File: src/rtl/rg_gpio_bank_if.sv
// Register bus between the CPU IO-space decoder and the GPIO bank.
// The decoder drives the master side; rdata is combinational from addr.
interface rg_gpio_bank_if #(
  parameter int P_AW    = 4,
  parameter int P_WIDTH = 8
);
  logic [P_AW-1:0]    addr;
  logic [P_WIDTH-1:0] wdata;
  logic               wbe;
  logic [P_WIDTH-1:0] rdata;

  modport master (output addr, output wdata, output wbe, input rdata);
  modport slave  (input addr, input wdata, input wbe, output rdata);
endinterface

File: src/rtl/rg_gpio_bank.sv
// GPIO register bank: per-port DDR/PORT/PIN/PCMSK, pad synchronizer,
// pin-change detection with arm suppression and per-port interrupt requests.
module rg_gpio_bank #(
  parameter int                           P_PORTS       = 3,
  parameter int                           P_WIDTH       = 8,
  parameter logic [P_PORTS*P_WIDTH-1:0]   P_IMPL_MASK   = '1,
  parameter int                           P_SYNC_STAGES = 2,
  parameter int                           P_AW          = $clog2(4*P_PORTS+2)
) (
  input  logic                       clk,
  input  logic                       nrst,
  rg_gpio_bank_if.slave              bus,
  input  logic [P_PORTS*P_WIDTH-1:0] pin_i,
  output logic [P_PORTS*P_WIDTH-1:0] port_o,
  output logic [P_PORTS*P_WIDTH-1:0] ddr_o,
  output logic [P_PORTS-1:0]         pcint_o
);

  localparam int N       = P_PORTS * P_WIDTH;
  localparam int ARM_MAX = P_SYNC_STAGES + 1;
  localparam int ARM_W   = $clog2(ARM_MAX + 1);
  localparam logic [P_AW-1:0] ADDR_PCIFR = P_AW'(4*P_PORTS);
  localparam logic [P_AW-1:0] ADDR_PCICR = P_AW'(4*P_PORTS + 1);

  typedef enum logic [1:0] {
    REG_PIN   = 2'd0,
    REG_DDR   = 2'd1,
    REG_PORT  = 2'd2,
    REG_PCMSK = 2'd3
  } reg_e;

  logic [P_SYNC_STAGES-1:0][N-1:0] sync_q;
  logic [N-1:0]       pin_s, prev_q, chg;
  logic [N-1:0]       ddr_q, port_q, pcmsk_q;
  logic [N-1:0]       ddr_d, port_d, pcmsk_d;
  logic [P_PORTS-1:0] pcifr_q, pcicr_q, pcifr_d, pcicr_d;
  logic [P_PORTS-1:0] port_chg, w1c;
  logic [P_WIDTH-1:0] wmask;
  logic [ARM_W-1:0]   arm_q;
  logic               armed;

  assign pin_s = sync_q[P_SYNC_STAGES-1];
  assign armed = (arm_q == ARM_W'(ARM_MAX));
  assign chg   = (pin_s ^ prev_q) & pcmsk_q & P_IMPL_MASK;

  always_comb begin
    port_chg = '0;
    for (int p = 0; p < P_PORTS; p++)
      port_chg[p] = armed & (|chg[p*P_WIDTH +: P_WIDTH]);
  end

  // NOTE: every signal assigned in an always_comb gets a default first, so no path can infer a latch.
  always_comb begin
    ddr_d   = ddr_q;
    port_d  = port_q;
    pcmsk_d = pcmsk_q;
    pcicr_d = pcicr_q;
    w1c     = '0;
    wmask   = '0;
    if (bus.wbe) begin
      for (int p = 0; p < P_PORTS; p++) begin
        if (bus.addr[P_AW-1:2] == (P_AW-2)'(p)) begin
          wmask = bus.wdata & P_IMPL_MASK[p*P_WIDTH +: P_WIDTH];
          case (reg_e'(bus.addr[1:0]))
            REG_PIN:   port_d[p*P_WIDTH +: P_WIDTH]  = port_q[p*P_WIDTH +: P_WIDTH] ^ wmask;
            REG_DDR:   ddr_d[p*P_WIDTH +: P_WIDTH]   = wmask;
            REG_PORT:  port_d[p*P_WIDTH +: P_WIDTH]  = wmask;
            REG_PCMSK: pcmsk_d[p*P_WIDTH +: P_WIDTH] = wmask;
          endcase
        end
      end
      if (bus.addr == ADDR_PCIFR) w1c     = bus.wdata[P_PORTS-1:0];
      if (bus.addr == ADDR_PCICR) pcicr_d = bus.wdata[P_PORTS-1:0];
    end
    // A hardware set in the same cycle as a write-1-to-clear wins.
    pcifr_d = (pcifr_q & ~w1c) | port_chg;
  end

  always_comb begin
    bus.rdata = '0;
    for (int p = 0; p < P_PORTS; p++) begin
      if (bus.addr[P_AW-1:2] == (P_AW-2)'(p)) begin
        case (reg_e'(bus.addr[1:0]))
          REG_PIN:   bus.rdata = pin_s[p*P_WIDTH +: P_WIDTH] & P_IMPL_MASK[p*P_WIDTH +: P_WIDTH];
          REG_DDR:   bus.rdata = ddr_q[p*P_WIDTH +: P_WIDTH];
          REG_PORT:  bus.rdata = port_q[p*P_WIDTH +: P_WIDTH];
          REG_PCMSK: bus.rdata = pcmsk_q[p*P_WIDTH +: P_WIDTH];
        endcase
      end
    end
    if (bus.addr == ADDR_PCIFR) bus.rdata = P_WIDTH'(pcifr_q);
    if (bus.addr == ADDR_PCICR) bus.rdata = P_WIDTH'(pcicr_q);
  end

  // NOTE: state uses non-blocking assignments so every flop samples pre-edge values (e.g. detection sees the old PCMSK).
  always_ff @(posedge clk or negedge nrst) begin
    if (!nrst) begin
      sync_q  <= '0;
      prev_q  <= '0;
      ddr_q   <= '0;
      port_q  <= '0;
      pcmsk_q <= '0;
      pcifr_q <= '0;
      pcicr_q <= '0;
      arm_q   <= '0;
    end else begin
      if (P_SYNC_STAGES > 1) sync_q <= {sync_q[P_SYNC_STAGES-2:0], pin_i};
      else                   sync_q <= pin_i;
      prev_q  <= pin_s;
      ddr_q   <= ddr_d;
      port_q  <= port_d;
      pcmsk_q <= pcmsk_d;
      pcifr_q <= pcifr_d;
      pcicr_q <= pcicr_d;
      // Detection stays off until the synchronizer and prev sample hold real pad data.
      if (!armed) arm_q <= arm_q + ARM_W'(1);
    end
  end

  assign port_o  = port_q;
  assign ddr_o   = ddr_q;
  assign pcint_o = pcifr_q & pcicr_q;

endmodule

File: src/flat_wrapper.sv
// flat-port wrapper written by rule: the top's interface ports become plain ports
module rg_gpio_bank_flat 
#(
  parameter int                           P_PORTS       = 3,
  parameter int                           P_WIDTH       = 8,
  parameter logic [P_PORTS*P_WIDTH-1:0]   P_IMPL_MASK   = '1,
  parameter int                           P_SYNC_STAGES = 2,
  parameter int                           P_AW          = $clog2(4*P_PORTS+2)
)
  (clk, nrst, pin_i, port_o, ddr_o, pcint_o, bus_addr, bus_wdata, bus_wbe, bus_rdata);
  rg_gpio_bank_if #(.P_AW(P_AW), .P_WIDTH(P_WIDTH)) bus_i ();
  input  logic clk;
  input  logic nrst;
  input  logic [P_PORTS*P_WIDTH-1:0] pin_i;
  output logic [P_PORTS*P_WIDTH-1:0] port_o;
  output logic [P_PORTS*P_WIDTH-1:0] ddr_o;
  output logic [P_PORTS-1:0] pcint_o;
  input wire logic [$bits(bus_i.addr)-1:0] bus_addr;
  input wire logic [$bits(bus_i.wdata)-1:0] bus_wdata;
  input wire logic [$bits(bus_i.wbe)-1:0] bus_wbe;
  output wire logic [$bits(bus_i.rdata)-1:0] bus_rdata;
  assign bus_i.addr = bus_addr;
  assign bus_i.wdata = bus_wdata;
  assign bus_i.wbe = bus_wbe;
  assign bus_rdata = bus_i.rdata;
  rg_gpio_bank #(.P_PORTS(P_PORTS), .P_WIDTH(P_WIDTH), .P_IMPL_MASK(P_IMPL_MASK), .P_SYNC_STAGES(P_SYNC_STAGES), .P_AW(P_AW)) u_core (.clk(clk), .nrst(nrst), .bus(bus_i), .pin_i(pin_i), .port_o(port_o), .ddr_o(ddr_o), .pcint_o(pcint_o));
endmodule
File: config.mk
export PLATFORM = sky130hd
export DESIGN_NAME = rg_gpio_bank_flat
export DESIGN_NICKNAME = d
export VERILOG_FILES = /design/src/rtl/rg_gpio_bank_if.sv /design/src/rtl/rg_gpio_bank.sv /design/src/flat_wrapper.sv
export SDC_FILE = /design/constraint.sdc
export NUM_CORES = 1
export LEC_CHECK = 0
export BUFFER_PORTS_ARGS = -buffer_cell sky130_fd_sc_hd__buf_2
export CAP_MARGIN = 20
export CORE_MARGIN = 2
export CORE_UTILIZATION = 45
export CTS_BUF_LIST = sky130_fd_sc_hd__clkbuf_8 sky130_fd_sc_hd__clkbuf_16
export DETAILED_ROUTE_END_ITERATION = 6
export HOLD_SLACK_MARGIN = 0.12
export PLACE_DENSITY = 0.7
export SYNTH_ARGS = -nofsm -noshare
export SYNTH_HDL_FRONTEND = slang
export SYNTH_SLANG_ARGS = --single-unit
File: constraint.sdc
create_clock -name clk -period 3.9 [get_ports clk]
set_input_delay 0.975 -clock clk [delete_from_list [all_inputs] [get_ports clk]]
set_output_delay 0.975 -clock clk [all_outputs]
set_load 0.005 [all_outputs]
==> results of run 1 <==
-- synth_stat cells --
cell type  number  share of area, %
nand3_1         1             0.078
nor3_4          1              0.25
nand3_2         1              0.16
a22oi_1        14               1.6
nor3_1          4              0.31
nand3b_4        1              0.31
buf_2           8              0.62
buf_4           4              0.47
mux2_2         43               7.5
o221ai_1        1              0.14
dfrtp_1       152                59
xnor2_1         1              0.14
nor3_2          1              0.16
nor2b_1        16               1.6
o21ai_0        17               1.3
mux4_1          4               1.6
o31ai_1         2              0.23
ha_1            1              0.20
mux2_4          8               1.9
mux4_2         19               6.7
and4b_1         1              0.16
mux2i_1         8               1.2
nor2_1         27               1.6
nor2_2          6              0.59
inv_1           1             0.058
a21o_1          6              0.70
nand2b_1        4              0.39
a21oi_1        40               3.1
nand4_1         3              0.29
and2_1          3              0.29
clkbuf_1       10              0.59
a22o_1          9               1.2
or3_1           1             0.098
buf_6           3              0.53
xor2_1         24               3.3
nand2_1        21               1.2
-- cell type report --
class,instances,share of cell area (%)
Inverter,1,0.0490
Timing Repair Buffer,106,7.62
Multi-Input combinational cell,288,32.2
Clock buffer,19,5.91
Sequential cell,152,49.6
Tap cell,180,2.94
Clock inverter,13,1.70
-- worst paths after layout --
kind                                            start  slack, ns                      endpoint  cells past startpoint
min in group asynchronous                        nrst       0.61   u_core.sync_q[18]$_DFF_PN0_                      1
max                                       bus_addr[1]       0.45                  bus_rdata[4]                      6
min reg2reg                u_core.sync_q[6]$_DFF_PN0_       0.35     u_core.pin_s[6]$_DFF_PN0_                      0
max reg2reg                 u_core.pin_s[4]$_DFF_PN0_       2.48   u_core.pcifr_q[0]$_DFF_PN0_                      4
min                        u_core.sync_q[6]$_DFF_PN0_       0.35     u_core.pin_s[6]$_DFF_PN0_                      0
max in group asynchronous                        nrst       2.51  u_core.port_o[4]$_DFFE_PN0P_                      2
-- kinds of logic (layout without fill, tap and decap cells) --
logic type | Yosys count | count (layout)
and+or+nand+nor | 91 | 91
AOI/OAI and AO/OA | 89 | 89
DFF | 152 | 152
muxes | 82 | 82
buffers and inverters | 26 | 139
xor gates and xnor gates | 25 | 25
adders and majority gates | 1 | 1
-- power by group --
part	total, mW	internal [mW]	leakage, nW	switching [mW]
Sequential	2.00	1.80	1.77	0.209
Combinational	0.687	0.379	1.40	0.308
Clock	1.60	0.967	0.278	0.633
-- through the flow --
stage	instances	hold slack, ns	area (um^2)	worst slack, ns
CTS	759	0.348	7660	0.493
floorplan	466	0.331	6410	0.890
finish	759	0.347	7660	0.450
global route	759	0.351	7660	0.418
global placement	727	0.332	7080	0.503
detailed placement	727	0.335	7080	0.496
-- sequential cells by signal, indices dropped and copies added (netlist names) --
name,cells
u_core.ddr_o,24
u_core.pcmsk_q,24
u_core.pcifr_q,3
u_core.prev_q,24
u_core.port_o,24
u_core.pcicr_q,3
u_core.arm_q,2
u_core.pin_s,24
u_core.sync_q,24
-- metal layers --
metal	vias to the layer above	part of all wire, %	track usage, %
met4	0	1.9	8.81
met2	194	47	33.3
met3	24	8.2	5.35
met1	2151	43	30.1
met5	-	0	0
li1	1879	-	-
==> impl_metrics.ini, run 1 <==
[outcome]
status = finished, final reports clean

[placement]
dp_hpwl_um = 10700
io_buffers = 97
gp_congestion = 0.889

[drt]
dr.pass1.iters = 4
vias = 4248
wl_per_cell_um = 19.9
drt_iter0_markers = 410
viasPerCell = 5.60
wl_um = 15100
remaining_drc_errors = 0
ant_nets = 0

[cells_and_area]
antenna_cells = 0
fill_cells = 1169
layout.nets = 606
post-route-util_pct = 55.2
final_common_cell = dfrtp_1
area_delta_synth_final_pct = 19.5
final_cell_mix = dfrtp_1 (152), buf_2 (96), mux2_2 (43), a21oi_1 (40), nor2_1 (27)
drive_gt1_share_pct = 37.5
regArea_um2 = 3800
multi_input_area_um2 = 2460

[critical_path]
cp-start-kind = input pin
worst_path_largest_cell_delay_ns = 0.60
critPathArrivalTime_ns = 2.47
cp_top_family = multiplexers
cp_slowest_cell = mux4_1
required_ns = 2.92
cp_max_fo = 55
path_cells = buf_2 -> buf_12 -> mux4_1 -> mux2i_1 -> o21ai_0 -> buf_2
path_buf_inv = 3
end_kind = output pin
crit_top_cell = buf_2
crit_type = in -> out

[timing]
final_max_slew_viol_count = 0
min_period_over_period_pct = 88.5
tightest_slew_ns = 0.908
rsz0062_at_grt = false
maxSlewHeadroom_pct = 39.2
fmax_mhz = 290
tns_ns = 0
setup_viol = 0
timing.final.crit_period_ns = 3.45
hold_violations = 0
skew_ns = 0.00445

[logic_synthesis]
ys_types = 36
synth_compound_area_share_pct = 8.39
syn_nets = 506
netlist_area_um2 = 6410
syn_inst = 466
yosys.area_share.adder_pct = 0.195
synthMuxAreaShare_pct = 19.0
synth.ff_latch_count = 152
synth_top_family_by_area = multiplexers
ys_warn_count = 0
synthSimpleGateAreaFrac_pct = 7.45
synth_xor_area_share_pct = 3.41
ys_seq_area_share_pct = 59.3
syn_area_per_cell_um2 = 13.8

[grt]
overflow = 0
grt_pass1_vias = 4333
antenna_found_initial = 0
grt_max_degree = 93
gr-usage-all-layers_pct = 21.8
grt_pass1_wl_um = 24000

[die]
die_h_um = 123
initial_core_util_pct = 46.2
dieArea_um2 = 15200
placementRows = 43
core_area_um2 = 13900
io_pins = 98
die_width_um = 123

[power]
p_leak_nw = 3.45
pwr_density_cell_nw_per_um2 = 560
ir_drop_mv = 0.325
total_power_mw = 4.29

[clock_tree]
cts_sinks = 152
cts_setup_buffers = 0
cts-htree-levels = 4
cts_tree = built
cts-root-buf = clkbuf_16
ctsResizeCount = 0
hold_buffers = 0
insertion_delay_ns = 0.43
clk_path_buf_depth = 2
cts_made_buffers = 17
path_clk_slew_ns = 0.06

[job]
drv_cap = 0

[hold_path]
holdCritPathClass = reg -> reg
Note: power is estimated with default switching activity, not from simulation.
==> inputs of run 2 (changes only) <==
==> constraint.sdc (replaced) <==
create_clock -name clk -period 4.3 [get_ports clk]
set_input_delay 1.075 -clock clk [delete_from_list [all_inputs] [get_ports clk]]
set_output_delay 1.075 -clock clk [all_outputs]
set_load 0.005 [all_outputs]
==> impl_metrics.ini, run 2 (synthesized netlist as in run 1, its figures left out) <==
[drt]
vias = 4257
dr.pass1.iters = 5
wl_um = 14900
drt_iter0_markers = 299
viasPerCell = 5.63
remaining_drc_errors = 0
ant_nets = 0
wl_per_cell_um = 19.7

[timing]
rsz0062_at_grt = false
timing.final.crit_period_ns = 3.73
skew_ns = 0.00948
final_max_slew_viol_count = 0
min_period_over_period_pct = 86.6
tightest_slew_ns = 0.902
fin_ws_ns = 0.575
tns_ns = 0
whs_ns = 0.343
fmax_mhz = 268
maxSlewHeadroom_pct = 39.5
hold_violations = 0
setup_viol = 0

[grt]
gr-usage-all-layers_pct = 21.1
grtUsageMet1_pct = 28.6
grt_util_met2_pct = 32.9
grt_pass1_wl_um = 23300
grtUsageMet3_pct = 5.63
overflow = 0
grt_pass1_vias = 4239
grt_max_degree = 100
antenna_found_initial = 0
top_usage_layer = met2

[hold_path]
worstHoldPathCells = 0
hold_start = u_core.sync_q[2]$_DFF_PN0_
min_to = u_core.pin_s[2]$_DFF_PN0_
holdCritPathClass = reg -> reg

[cells_and_area]
final_common_cell = dfrtp_1
layout.nets = 605
final_cells = 756
antenna_cells = 0
fill_cells = 1160
final_cell_area_um2 = 7680
post-route-util_pct = 55.3
drive_gt1_share_pct = 37.2
area_delta_synth_final_pct = 19.7
final_cell_mix = dfrtp_1 (152), buf_2 (96), mux2_2 (43), a21oi_1 (40), nor2_1 (27)

[critical_path]
end_kind = output pin
cp_max_fo = 17
reg2reg_slack_ns = 2.84
r2r-end = u_core.pcifr_q[0]$_DFF_PN0_
reg2regPathDepth = 4
critPathArrivalTime_ns = 2.65
crit_type = in -> out
reg2reg_from = u_core.pin_s[4]$_DFF_PN0_
required_ns = 3.22
cp-start-kind = input pin

[placement]
pre_cts_ws_ns = 0.586
gp_congestion = 0.895
io_buffers = 97
dp_hpwl_um = 10800
place_area_um2 = 7070
dp.cells = 726

[power]
total_power_mw = 3.94
p_leak_nw = 3.47
pwr_density_cell_nw_per_um2 = 513
ir_drop_mv = 0.345

[clock_tree]
path_clk_slew_ns = 0.06
cts_setup_buffers = 0
cts_sinks = 152
insertion_delay_ns = 0.43
cts-root-buf = clkbuf_16
clk_path_buf_depth = 2
ctsResizeCount = 0
hold_buffers = 0
cts_made_buffers = 17
cts-htree-levels = 4
cts_tree = built

[outcome]
status = finished, final reports clean

[die]
placementRows = 43
dieArea_um2 = 15200
io_pins = 98
core_area_um2 = 13900
die_width_um = 123
initial_core_util_pct = 46.2
die_h_um = 123

[job]
drv_cap = 0
==> run 2: where the power goes <==
group	switching, mW	internal, mW	total [mW]	leakage, nW
clock network	0.544	0.961	1.50	0.298
logic	0.277	0.344	0.621	1.40
registers	0.188	1.63	1.82	1.77
==> run 2: worst max path at each step <==
stage / from / cells after the start / to / slack [ns]
6_report: bus_addr[1] / 6 / bus_rdata[5] / 0.57
3_5_place_dp: bus_addr[1] / 6 / bus_rdata[1] / 0.59
2_1_floorplan: bus_addr[0] / 5 / bus_rdata[1] / 1.09
3_3_place_gp: bus_addr[1] / 6 / bus_rdata[4] / 0.65
5_1_grt: bus_addr[1] / 6 / bus_rdata[5] / 0.47
4_1_cts: bus_addr[1] / 6 / bus_rdata[5] / 0.58
==> run 2: area by class of cell <==
cell class	count	area, um^2	area share (%)
Clock buffer	21	480	6.26
Inverter	1	3.75	0.0489
Timing Repair Buffer	105	577	7.51
Sequential cell	152	3800	49.5
Tap cell	180	225	2.93
Clock inverter	9	124	1.61
Multi-Input combinational cell	288	2460	32.1
==> run 2: worst max-delay path: stages <==
cell	delay (ns)
buf_2	0.29
buf_12	0.21
mux4_1	0.57
mux2i_1	0.18
o21ai_0	0.14
buf_2	0.16
==> run 2: routing by layer <==
layer | part of all wire [%] | vias up
met4 | 1.6 | 0
li1 | - | 1885
met3 | 7.5 | 22
met5 | 0 | -
met2 | 48 | 182
met1 | 43 | 2168
==> inputs of run 3 (changes only) <==
--- a/config.mk
+++ b/config.mk
@@ -11,6 +11,7 @@
 export CORE_UTILIZATION = 45
 export CTS_BUF_LIST = sky130_fd_sc_hd__clkbuf_8 sky130_fd_sc_hd__clkbuf_16
 export DETAILED_ROUTE_END_ITERATION = 6
+export GPL_TIMING_DRIVEN = 0
 export HOLD_SLACK_MARGIN = 0.12
 export PLACE_DENSITY = 0.7
 export SYNTH_ARGS = -nofsm -noshare
==> constraint.sdc (replaced) <==
create_clock -name clk -period 4.27 [get_ports clk]
set_input_delay 1.0675 -clock clk [delete_from_list [all_inputs] [get_ports clk]]
set_output_delay 1.0675 -clock clk [all_outputs]
set_load 0.005 [all_outputs]
==> impl_metrics.ini, run 3 (synthesized netlist as in run 1, its figures left out) <==
[critical_path]
reg2reg_slack_ns = 2.81
reg2reg_from = u_core.pin_s[17]$_DFF_PN0_
crit_type = in -> out
cp_max_fo = 10
required_ns = 3.20
r2r-end = u_core.pcifr_q[2]$_DFF_PN0_
critPathArrivalTime_ns = 2.57
end_kind = output pin
cp-start-kind = input pin
reg2regPathDepth = 4

[drt]
dr.pass1.iters = 5
wl_um = 15600
viasPerCell = 5.63
drt_iter0_markers = 302
ant_nets = 0
remaining_drc_errors = 0
vias = 4347
wl_per_cell_um = 20.2

[cells_and_area]
regArea_um2 = 3800
drive_gt1_share_pct = 37.2
final_cells = 772
antenna_cells = 0
final_common_cell = dfrtp_1
layout.nets = 619
fill_cells = 1180
final_cell_mix = dfrtp_1 (152), buf_2 (100), mux2_2 (43), a21oi_1 (40), nor2_1 (27)
multi_input_area_um2 = 2460
area_delta_synth_final_pct = 21.3

[job]
drv_cap = 0

[timing]
fmax_mhz = 275
skew_ns = 0.00576
tightest_slew_ns = 0.887
final_max_slew_viol_count = 0
tns_ns = 0
hold_violations = 0
whs_ns = 0.344
setup_viol = 0
fin_ws_ns = 0.634
min_period_over_period_pct = 85.1
maxSlewHeadroom_pct = 40.6
rsz0062_at_grt = false
timing.final.crit_period_ns = 3.64

[clock_tree]
clk_path_buf_depth = 2
cts_sinks = 152
cts_made_buffers = 17
cts-root-buf = clkbuf_16
cts_tree = built
cts-htree-levels = 4
insertion_delay_ns = 0.43
cts_setup_buffers = 0
hold_buffers = 0
ctsResizeCount = 0
path_clk_slew_ns = 0.06

[hold_path]
holdCritPathClass = reg -> reg
min_to = u_core.pin_s[1]$_DFF_PN0_
worstHoldPathCells = 0
hold_start = u_core.sync_q[1]$_DFF_PN0_

[die]
die_width_um = 123
initial_core_util_pct = 46.2
placementRows = 43
die_h_um = 123
dieArea_um2 = 15200
io_pins = 98
core_area_um2 = 13900

[power]
ir_drop_mv = 0.321
pwr_density_cell_nw_per_um2 = 522
p_leak_nw = 3.52

[grt]
grt_max_degree = 98
antenna_found_initial = 0
overflow = 0
grt_pass1_wl_um = 24600
grt_pass1_vias = 4477
gr-usage-all-layers_pct = 22.1

[outcome]
status = finished, final reports clean

[placement]
dp.cells = 740
gp_congestion = 0.909
pre_cts_ws_ns = 0.650
io_buffers = 93
dp_hpwl_um = 11300
run 3: changes by cell type in the layout (fill, tap and decap cells not counted), sizes merged:
cell,before,now
buf,105,109
inv,2,3
clkbuf,21,30
clkinvlp,2,1
clkinv,3,5
bufinv,3,4
run 3: area by class of cell:
cell class                 instances  area share (%)
inverter                           1          0.0483
timing repair buffer              94            6.42
tap                              180            2.90
sequential                       152            48.9
multi-input combinational        288            31.7
buffer                            25            1.82
clock inverter                    12            2.22
clock buffer                      20            6.00
run 3: how the worst max path moves through the flow:
stage	start	end	cells past startpoint
final	bus_addr[0]	bus_rdata[7]	7
after global routing	bus_addr[0]	bus_rdata[7]	7
after CTS	bus_addr[0]	bus_rdata[7]	7
after detailed placement	bus_addr[0]	bus_rdata[3]	7
after global placement	nrst	u_core.sync_q[14]$_DFF_PN0_	1
after floorplan	bus_addr[0]	bus_rdata[1]	5
run 3: power by group:
| part | leakage [nW] | total [mW] | switching [mW] | internal (mW) |
|---|---|---|---|---|
| combinational | 1.43 | 0.639 | 0.290 | 0.349 |
| sequential | 1.77 | 1.82 | 0.184 | 1.64 |
| clock | 0.318 | 1.60 | 0.574 | 1.02 |
run 3: critical path, cell delays in order:
cell and delay [ns]:
buf_4 0.15, buf_2 0.31, buf_4 0.29, mux4_2 0.33, nand2_1 0.09, o21ai_0 0.14, buf_2 0.18
run 3: per-stage QoR:
| stage | power (mW) | utilization, % | area (um^2) |
|---|---|---|---|
| after floorplan | 2.16 | - | 6410 |
| after global placement | 2.45 | 51.2 | 7100 |
| after detailed placement | 2.49 | 51.4 | 7140 |
| after CTS | 4.09 | 56.0 | 7780 |
| after global routing | 4.23 | 56.0 | 7780 |
| final | 4.06 | 56.0 | 7780 |
run 3: metal layers:
| layer | wire length, um | share of wire, % | GRT usage (%) |
|---|---|---|---|
| met1 | 6660 | 43 | 30.2 |
| met2 | 7250 | 47 | 33.3 |
| met3 | 1330 | 8.5 | 6.50 |
| met4 | 327 | 2.1 | 9.09 |
| met5 | 0 | 0 | 0 |
